File: src/rtl/orpsoc_sim_ctrl_pkg.sv
// orpsoc_sim_ctrl_pkg
//   Shared definitions for the orpsoc simulation control block:
//   register word indices (wb_adr_i[4:2]), the exit code reported on a
//   watchdog expiry, and the reset-sequencer state type.
package orpsoc_sim_ctrl_pkg;

  localparam logic [2:0] REG_EXIT    = 3'd0;
  localparam logic [2:0] REG_CONSOLE = 3'd1;
  localparam logic [2:0] REG_CYC_LO  = 3'd2;
  localparam logic [2:0] REG_CYC_HI  = 3'd3;
  localparam logic [2:0] REG_WDT     = 3'd4;
  localparam logic [2:0] REG_SWRST   = 3'd5;

  localparam logic [7:0] EXIT_TIMEOUT = 8'hFF;

  typedef enum logic [1:0] {
    SEQ_HOLD  = 2'd0,
    SEQ_STAGE = 2'd1,
    SEQ_RUN   = 2'd2
  } seq_state_e;

  // Words 6 and 7 are not backed by any register and answer with an error.
  function automatic logic is_mapped(input logic [2:0] word);
    return word <= REG_SWRST;
  endfunction

endpackage

File: src/rtl/orpsoc_rst_seq.sv
// orpsoc_rst_seq
//   Staged reset sequencer. All reset outputs are held while srst is high;
//   once srst drops, rst_o[k] is released (k+1)*RST_STAGE_CYCLES cycles
//   after the first cycle with srst low. A software restart (swrst)
//   re-asserts rst_o[NUM_RST-1:1] and replays the sequence from stage 1;
//   rst_o[0] is the CPU/bus domain and is never re-asserted by software.
// Ports:
//   clk    in  : clock
//   srst   in  : synchronous active-high reset
//   swrst  in  : one-cycle software restart request
//   rst_o  out : NUM_RST active-high staged resets
module orpsoc_rst_seq
  import orpsoc_sim_ctrl_pkg::*;
#(
  parameter int NUM_RST          = 2,
  parameter int RST_STAGE_CYCLES = 10
) (
  input  logic               clk,
  input  logic               srst,
  input  logic               swrst,
  output logic [NUM_RST-1:0] rst_o
);

  localparam int CW = $clog2(RST_STAGE_CYCLES + 1);
  localparam int SW = (NUM_RST > 1) ? $clog2(NUM_RST) : 1;
  localparam logic [SW-1:0] LAST_STAGE = SW'(NUM_RST - 1);
  localparam logic [CW-1:0] STAGE_LEN  = CW'(RST_STAGE_CYCLES);

  seq_state_e         state_reg, state_next;
  logic [SW-1:0]      stage_reg, stage_next;
  logic [CW-1:0]      cnt_reg, cnt_next;
  logic [NUM_RST-1:0] rst_reg, rst_next;
  logic [CW-1:0]      cnt_inc;

  assign cnt_inc = cnt_reg + CW'(1);

  always_comb begin
    state_next = state_reg;
    stage_next = stage_reg;
    cnt_next   = cnt_reg;
    rst_next   = rst_reg;

    case (state_reg)
      // HOLD is only ever seen with srst low for a single edge; that edge is
      // already the first counted cycle of stage 0, so it shares STAGE logic.
      SEQ_HOLD, SEQ_STAGE: begin
        state_next = SEQ_STAGE;
        if (cnt_inc == STAGE_LEN) begin
          cnt_next = '0;
          for (int i = 0; i < NUM_RST; i++) begin
            if (stage_reg == SW'(i)) rst_next[i] = 1'b0;
          end
          if (stage_reg == LAST_STAGE) state_next = SEQ_RUN;
          else                         stage_next = stage_reg + SW'(1);
        end else begin
          cnt_next = cnt_inc;
        end
      end
      SEQ_RUN: ;
      default: state_next = SEQ_HOLD;
    endcase

    // Restart from stage 1. While stage 0 is still pending the request has
    // nothing to undo, so the sequence simply continues.
    if ((NUM_RST > 1) && swrst &&
        ((state_reg == SEQ_RUN) || ((state_reg == SEQ_STAGE) && (stage_reg != '0)))) begin
      state_next  = SEQ_STAGE;
      stage_next  = SW'(1);
      cnt_next    = '0;
      rst_next    = '1;
      rst_next[0] = rst_reg[0];
    end
  end

  always_ff @(posedge clk) begin
    if (srst) begin
      state_reg <= SEQ_HOLD;
      stage_reg <= '0;
      cnt_reg   <= '0;
      rst_reg   <= '1;
    end else begin
      state_reg <= state_next;
      stage_reg <= stage_next;
      cnt_reg   <= cnt_next;
      rst_reg   <= rst_next;
    end
  end

  assign rst_o = rst_reg;

endmodule

File: src/rtl/orpsoc_sim_ctrl.sv
// orpsoc_sim_ctrl
//   Wishbone classic slave controlling an orpsoc simulation: staged resets,
//   exit/pass-fail register, console byte port, coherent 64-bit cycle
//   counter and a reloadable watchdog.
// Ports:
//   wb_clk_i, wb_rst_i          : clock, synchronous active-high reset
//   wb_adr_i/dat_i/we_i/cyc_i/stb_i : Wishbone request (word = adr[4:2])
//   wb_dat_o/ack_o/err_o        : registered response, one wait state
//   rst_o                       : staged domain resets
//   done_o, exit_code_o         : sticky finish flag and its exit code
//   timeout_o                   : sticky watchdog expiry flag
//   char_valid_o, char_o        : one-cycle console byte strobe and data
// CYC_INIT is the cycle counter value loaded by reset (normally zero).
module orpsoc_sim_ctrl
  import orpsoc_sim_ctrl_pkg::*;
#(
  parameter int          NUM_RST          = 2,
  parameter int          RST_STAGE_CYCLES = 10,
  parameter logic [31:0] TIMEOUT_CYCLES   = 32'd0,
  parameter logic [63:0] CYC_INIT         = 64'd0
) (
  input  logic               wb_clk_i,
  input  logic               wb_rst_i,
  input  logic [31:0]        wb_adr_i,
  input  logic [31:0]        wb_dat_i,
  input  logic               wb_we_i,
  input  logic               wb_cyc_i,
  input  logic               wb_stb_i,
  output logic [31:0]        wb_dat_o,
  output logic               wb_ack_o,
  output logic               wb_err_o,
  output logic [NUM_RST-1:0] rst_o,
  output logic               done_o,
  output logic [7:0]         exit_code_o,
  output logic               timeout_o,
  output logic               char_valid_o,
  output logic [7:0]         char_o
);

  logic        ack_reg, err_reg;
  logic [31:0] dat_reg;
  logic        done_reg, timeout_reg;
  logic [7:0]  exit_code_reg;
  logic        char_valid_reg;
  logic [7:0]  char_reg;
  logic [63:0] cyc_cnt_reg;
  logic [31:0] cyc_hi_snap_reg;
  logic [31:0] wdt_reg;

  logic [2:0]  word;
  logic        bus_req, mapped, wr, rd;
  logic        wdt_wr, exit_wr, wdt_expire, swrst_req;
  logic        unused_bits;

  assign word = wb_adr_i[4:2];
  assign unused_bits = ^{wb_adr_i[31:5], wb_adr_i[1:0]};

  // No new request is taken in the cycle carrying a response, which gives a
  // held strobe exactly one response every two cycles.
  assign bus_req = wb_cyc_i & wb_stb_i & ~ack_reg & ~err_reg;
  assign mapped  = is_mapped(word);
  assign wr      = bus_req & mapped & wb_we_i;
  assign rd      = bus_req & mapped & ~wb_we_i;

  assign wdt_wr     = wr & (word == REG_WDT);
  assign exit_wr    = wr & (word == REG_EXIT) & ~done_reg;
  // A WDT write in the same cycle wins over the decrement, so no expiry then.
  assign wdt_expire = (wdt_reg == 32'd1) & ~done_reg & ~wdt_wr;
  assign swrst_req  = wr & (word == REG_SWRST) & wb_dat_i[0];

  always_ff @(posedge wb_clk_i) begin
    if (wb_rst_i) begin
      ack_reg         <= 1'b0;
      err_reg         <= 1'b0;
      dat_reg         <= '0;
      done_reg        <= 1'b0;
      timeout_reg     <= 1'b0;
      exit_code_reg   <= '0;
      char_valid_reg  <= 1'b0;
      char_reg        <= '0;
      cyc_cnt_reg     <= CYC_INIT;
      cyc_hi_snap_reg <= '0;
      wdt_reg         <= TIMEOUT_CYCLES;
    end else begin
      ack_reg        <= bus_req & mapped;
      err_reg        <= bus_req & ~mapped;
      char_valid_reg <= 1'b0;
      dat_reg        <= '0;

      if (rd) begin
        case (word)
          REG_CYC_LO: begin
            // Capture the high half with the low half so a LO/HI pair is coherent.
            dat_reg         <= cyc_cnt_reg[31:0];
            cyc_hi_snap_reg <= cyc_cnt_reg[63:32];
          end
          REG_CYC_HI: dat_reg <= cyc_hi_snap_reg;
          REG_WDT:    dat_reg <= wdt_reg;
          default:    dat_reg <= '0;
        endcase
      end

      if (!done_reg) cyc_cnt_reg <= cyc_cnt_reg + 64'd1;

      if (wdt_wr)                          wdt_reg <= wb_dat_i;
      else if (wdt_reg != '0 && !done_reg) wdt_reg <= wdt_reg - 32'd1;

      // Software exit outranks a simultaneous expiry; the first exit sticks.
      if (exit_wr) begin
        done_reg      <= 1'b1;
        exit_code_reg <= wb_dat_i[7:0];
      end else if (wdt_expire) begin
        done_reg      <= 1'b1;
        timeout_reg   <= 1'b1;
        exit_code_reg <= EXIT_TIMEOUT;
      end

      if (wr && word == REG_CONSOLE) begin
        char_valid_reg <= 1'b1;
        char_reg       <= wb_dat_i[7:0];
      end
    end
  end

  orpsoc_rst_seq #(
    .NUM_RST          (NUM_RST),
    .RST_STAGE_CYCLES (RST_STAGE_CYCLES)
  ) u_rst_seq (
    .clk   (wb_clk_i),
    .srst  (wb_rst_i),
    .swrst (swrst_req),
    .rst_o (rst_o)
  );

  assign wb_dat_o     = dat_reg;
  assign wb_ack_o     = ack_reg;
  assign wb_err_o     = err_reg;
  assign done_o       = done_reg;
  assign exit_code_o  = exit_code_reg;
  assign timeout_o    = timeout_reg;
  assign char_valid_o = char_valid_reg;
  assign char_o       = char_reg;

endmodule

File: config.mk
export PLATFORM = sky130hd
export DESIGN_NAME = orpsoc_sim_ctrl
export DESIGN_NICKNAME = d
export VERILOG_FILES = /design/src/rtl/orpsoc_sim_ctrl_pkg.sv /design/src/rtl/orpsoc_rst_seq.sv /design/src/rtl/orpsoc_sim_ctrl.sv
export SDC_FILE = /design/constraint.sdc
export NUM_CORES = 1
export LEC_CHECK = 0
export CAP_MARGIN = 5
export CELL_PAD_IN_SITES_DETAIL_PLACEMENT = 0
export CELL_PAD_IN_SITES_GLOBAL_PLACEMENT = 1
export CORE_MARGIN = 1
export CORE_UTILIZATION = 44
export DETAILED_ROUTE_END_ITERATION = 10
export PLACE_DENSITY_LB_ADDON = 0.1
export SLEW_MARGIN = 20
export SYNTH_ARGS = -nofsm -noshare
export SYNTH_HDL_FRONTEND = slang
export SYNTH_SLANG_ARGS = --single-unit
File: constraint.sdc
create_clock -name wb_clk_i -period 4.2 [get_ports wb_clk_i]
set_input_delay 0.63 -clock wb_clk_i [delete_from_list [all_inputs] [get_ports wb_clk_i]]
set_output_delay 0.63 -clock wb_clk_i [all_outputs]
set_load 0.02 [all_outputs]
======== After elaboration in Yosys (flattened, before gate mapping) ========
Cells that the tools add are included.
storage, ports and cells
  register bits after elaboration ......... 190
  input port bits ......................... 69
  output and inout port bits .............. 55
  word-level logic and storage cells ...... 94
cells by class
  $add $sub $neg .......................... 4
  $lt $le $gt $ge ......................... 1
  eq/ne operators ......................... 10
  mux-type cells .......................... 17
  bitwise operators ....................... 24
  reduce and logical (&&, ||, !) cells .... 21
operator list
  kind                     count
  $pmux W32 S3             1
  $add A64 B1 Y64 const B  1
  $mux W32                 2
  $eq A32 B1 Y1 const B    1
  $reduce_bool A32 Y1      1
  $sub A32 B1 Y32 const B  1
  $mux W8                  2
  $and A1 B1 Y1            14
  $not A1 Y1               10
  $mux W1                  8
  $reduce_bool A2 Y1       4
  $eq A3 B2 Y1 const B     2
  $eq A3 B3 Y1 const B     2
  $reduce_and A2 Y1        3
  $reduce_or A2 Y1         3
  $add A4 B1 Y4 const B    1
  $eq A4 B4 Y1 const B     1
  $logic_and A1 B1 Y1      4
  $mux W2                  2
  $mux W4                  1
  $pmux W2 S2              1
  $reduce_and A4 Y1        1
  $eq A3 B1 Y1 const B     1
  $le A3 B3 Y1 const B     1
  other kinds (9)          9

======== Logic depth before layout (Yosys ltp) ========
  word-level depth ........................ 10
  mapped depth ............................ 8
  mapped depth without buffers ............ 7

======== Cells and area by module ========
Synthesis repeated with hierarchy kept, for this count alone.
second synthesis, totals
  cells, all modules ...................... 1,051
  area, all modules ....................... 8,685.8 um^2
modules (own cells, without submodules)
  module           times used  cells each  area each (um^2)  sequential area each (um^2)
  orpsoc_sim_ctrl  1           997         8,201.6           3,623.5
  orpsoc_rst_seq   1           54          484.2             180.2

======== Worst setup path after synthesis ========
Ideal clock, no wire load.
  path kind ............................... register to register
  from .................................... register wdt_reg[16]
  to ...................................... register wdt_reg[27]
  setup time .............................. 91 ps
  arrival ................................. 2,640 ps
  required time ........................... 4,109 ps
  setup slack ............................. 1,469 ps
  cell stages (with the launch flop) ...... 8
  buffers on the path ..................... 2
  period minus slack after synthesis ...... 2,731 ps
  cell sequence ........................... dfxtp_1 > or4_1 > buf_2 > or4_4 > buf_6 > or4_4 > or3_1 > a311oi_1
on the way
  cells in the longest elaborated chain, start to end .. 3
  elaborated cells between the ends (all ways) .. 6
  those cells by class .................... add/sub (1); mux (2); reduce/logical (3)
ends and longest elaborated chain
  what                                                           line                    text
  start: declaration                                             orpsoc_sim_ctrl.sv:48   logic [31:0] wdt_reg;
  start signal: assignment                                       orpsoc_sim_ctrl.sv:105  if (wdt_wr) wdt_reg <= wb_dat_i;
  start signal: assignment                                       orpsoc_sim_ctrl.sv:106  else if (wdt_reg != '0 && !done_reg) wdt_reg <= wdt_reg - 32'd1;
  $sub A32 B1 Y32 / $reduce_bool A32 Y1 (equally long branches)  orpsoc_sim_ctrl.sv:106
  $mux W32 / $logic_and A1 B1 Y1 (equally long branches)         orpsoc_sim_ctrl.sv:106
  $mux W32 / $reduce_bool A2 Y1 (equally long branches)          n/a
Parallel ways exist; a longest one is shown, timed or not. The select of a mux whose other input is x is not followed.
A chain may end at the register's enable or synchronous reset.

======== Worst setup path after layout ========
  from .................................... register wdt_reg[5]
  to ...................................... register wdt_reg[3]
on the way
  cells in the longest elaborated chain, start to end .. 3
ends and longest elaborated chain
  what                          line
  $reduce_bool A32 Y1           orpsoc_sim_ctrl.sv:106
  $logic_and A1 B1 Y1           orpsoc_sim_ctrl.sv:106
  $reduce_bool A2 Y1 (no line)  n/a
No other way between the ends.

==> impl_metrics.py <==
metrics = {
    "power": {
        "p_per_area_nw_per_um2": 495,
        "leakage_uw": 0.00334,
        "max-vdd-ir-drop_uv": 333,
    },
    "clock_tree": {
        "cts_setup_buffers": 0,
        "root_buffer": "clkbuf_16",
        "cts_max_level": 4,
        "cts_resized": 0,
        "cts_tree": "built",
        "numCtsBuffers": 17,
        "clk_latency_ps": 440,
        "clkTransAtPathRegs_ps": 80,
        "cts_buffer_depth": 2,
        "cts.sinks": 190,
        "cts-hold-fix-buffers": 0,
    },
    "global_routing": {
        "grt_pass1_vias": 7384,
        "grt_pass1_wl_mm": 39.4,
        "antenna_found_initial": 0,
        "overflow": 0,
        "grtUsageMet3_pct": 2.89,
        "grt_start_max_net_pins": 90,
        "globalRouteMet2Util_pct": 39.6,
        "grt_use_met1_pct": 35.0,
        "grt_use_total_pct": 24.8,
        "busiest_layer": "met2",
    },
    "routing": {
        "wl_per_cell_um": 17.1,
        "drt-pass1-iter-count": 5,
        "drc": 0,
        "vias": 8000,
        "drt_iter0_markers": 581,
        "post_drt_via_cell_ratio": 5.66,
        "ant_nets": 0,
        "wl_mm": 24.2,
    },
    "setup_path": {
        "critPathCaptureType": "register",
        "critPathKind": "reg -> reg",
        "rr_startpoint": "wdt_reg[5]",
        "r2r_setup_slack_ps": 1180,
        "cp_max_fo": 8,
        "rr_endpoint": "wdt_reg[3]",
        "critPathLaunchType": "register",
        "critical_path_arrival_ps": 3360,
        "worstPathRequired_ps": 4550,
        "r2r_cells": 5,
    },
    "placement": {
        "hpwl_mm": 16.8,
        "portBuffers": 94,
        "place.gp.congestion": 0.841,
        "dp_slack_ps": 1090,
    },
    "floorplan": {
        "coreArea_sq_um": 19400,
        "dieArea_sq_um": 20300,
        "row_count": 51,
        "die_x_um": 142,
        "die_y_um": 142,
        "initial_core_util_pct": 44.8,
        "io_pins": 124,
    },
    "sta": {
        "period_minus_slack_ps": 3020,
        "rsz0062_at_grt": "false",
        "skew_ps": 13.8,
        "worst_pin_slew_ps": 1010,
        "setup_viol": 0,
        "hold_viol_final": 0,
        "min_period_over_period_pct": 71.8,
        "slew_violations": 0,
        "maxSlewHeadroom_pct": 32.3,
        "tns_ps": 0,
        "fmax_mhz": 332,
        "setup_slack_ps": 1180,
    },
    "synth": {
        "yosysTopAreaCell": "dfxtp_1",
        "synth-main-ff-cell": "dfxtp_1",
        "synth_edf_count": 0,
        "synth_cell_types": 56,
        "synth_area_leaders": "dfxtp_1 44%, nor2_1 6.7%, a21oi_1 6.3%, nand2_1 4.3%, a22oi_1 2.8%",
        "yosysTopAreaCellShare_pct": 43.8,
        "synth_area_sq_um": 8680,
        "yosysWarnings": 0,
        "ys_seq_elements": 190,
        "async_flop_share_pct": 0,
        "syn_avg_cell_area_sq_um": 8.07,
        "synth-seq-area-share_pct": 43.8,
        "synth_cells": 1076,
        "synth_fp_nets": 1150,
    },
    "worst_hold_path": {
        "hold_path.class": "reg -> reg",
        "min_path_cells": 2,
        "min-delay-start": "exit_code_o[0]",
        "worstHoldEndpoint": "exit_code_o[0]",
    },
    "flow_run": {
        "drv_cap": 0,
    },
    "final_layout": {
        "post-route-util_pct": 53.6,
        "largest_reg_flops": 64,
        "antennaDiodeCount": 0,
        "final_cell_mix": "190 x dfxtp_1, 156 x nor2_1, 109 x a21oi_1",
        "drive_gt1_share_pct": 6.01,
        "syn_to_final_growth_pct": 19.8,
        "nets": 1209,
        "final_common_cell": "dfxtp_1",
    },
    "status": {
        "status": "completed",
    },
}
[Yosys cell counts, drive strengths merged, types with 3 or more instances]
cell type and n:
o311ai 3, xor2 19, dfxtp 190, a31oi 5, o31ai 25, nand3 39
ha 5, a31o 4, xnor2 14, nor3 21, a21oi 109, or2 5
nand4 30, buf 8, and2 12, or3 34, a311oi 19, o21ai 26
mux2i 10, nor4b 3, o21bai 3, and4 6, and3 9, a211oi 15
or4 28, nand2 99, mux2 5, clkbuf 63, a22oi 32, nor2b 7
a21o 3, nor4 16, nor2 156, inv 29
[worst max-delay path by stage]
stage / from / to / slack [ps] / cells after the start
after floorplan: wdt_reg[16] / wdt_reg[27] / 1470 / 7
after global placement: wb_stb_i / exit_code_o[6] / 1090 / 7
after detailed placement: wb_stb_i / exit_code_o[1] / 1090 / 7
after CTS: wdt_reg[5] / wdt_reg[3] / 1200 / 5
after global routing: wdt_reg[0] / wdt_reg[3] / 800 / 7
final: wdt_reg[5] / wdt_reg[3] / 1180 / 5
[cells by family after synthesis]
logic type | count (synthesis) | synth area share, %
and+or+nand+nor | 475 | 27.0
AOI/OAI and AO/OA | 258 | 19.0
DFF | 190 | 43.8
buffers and inverters | 100 | 4.42
xor gates and xnor gates | 33 | 3.33
muxes | 15 | 1.80
adders and majority gates | 5 | 0.720
[metrics by stage]
stage	hold slack, ps	cell area [sq um]	std cells	total power (uW)
after CTS	458	10400	1413	5170
after global routing	475	10400	1413	5430
after floorplan	437	8680	1076	3160
after global placement	440	9810	1381	3490
final	454	10400	1413	5150
after detailed placement	441	9810	1381	3500
[where the power goes]
group	internal, uW	switching (uW)
clock	910	750
combinational	559	794
sequential	1950	191
total	3410	1730
[per-layer routing]
metal  wire length (um)  share of wire (%)
met1              11900                 49
met2              11100                 46
met3                825                3.4
met4                327                1.3
met5                  0                  0
[final cells by class]
type,count,area [sq um]
Fill cell,1977,8990
Multi-Input combinational cell,786,4500
Sequential cell,190,3800
Timing Repair Buffer,111,1070
Clock buffer,20,447
Tap cell,265,332
Clock inverter,12,145
Inverter,29,109
[worst max-delay path: stages, from the launching register on]
cell and delay [ps]:
dfxtp_1 400, nor4_1 890, nand4_1 380, o31ai_1 730
o21ai_0 210, a311oi_1 300
No activity file was read; power rests on OpenSTA's default activity.
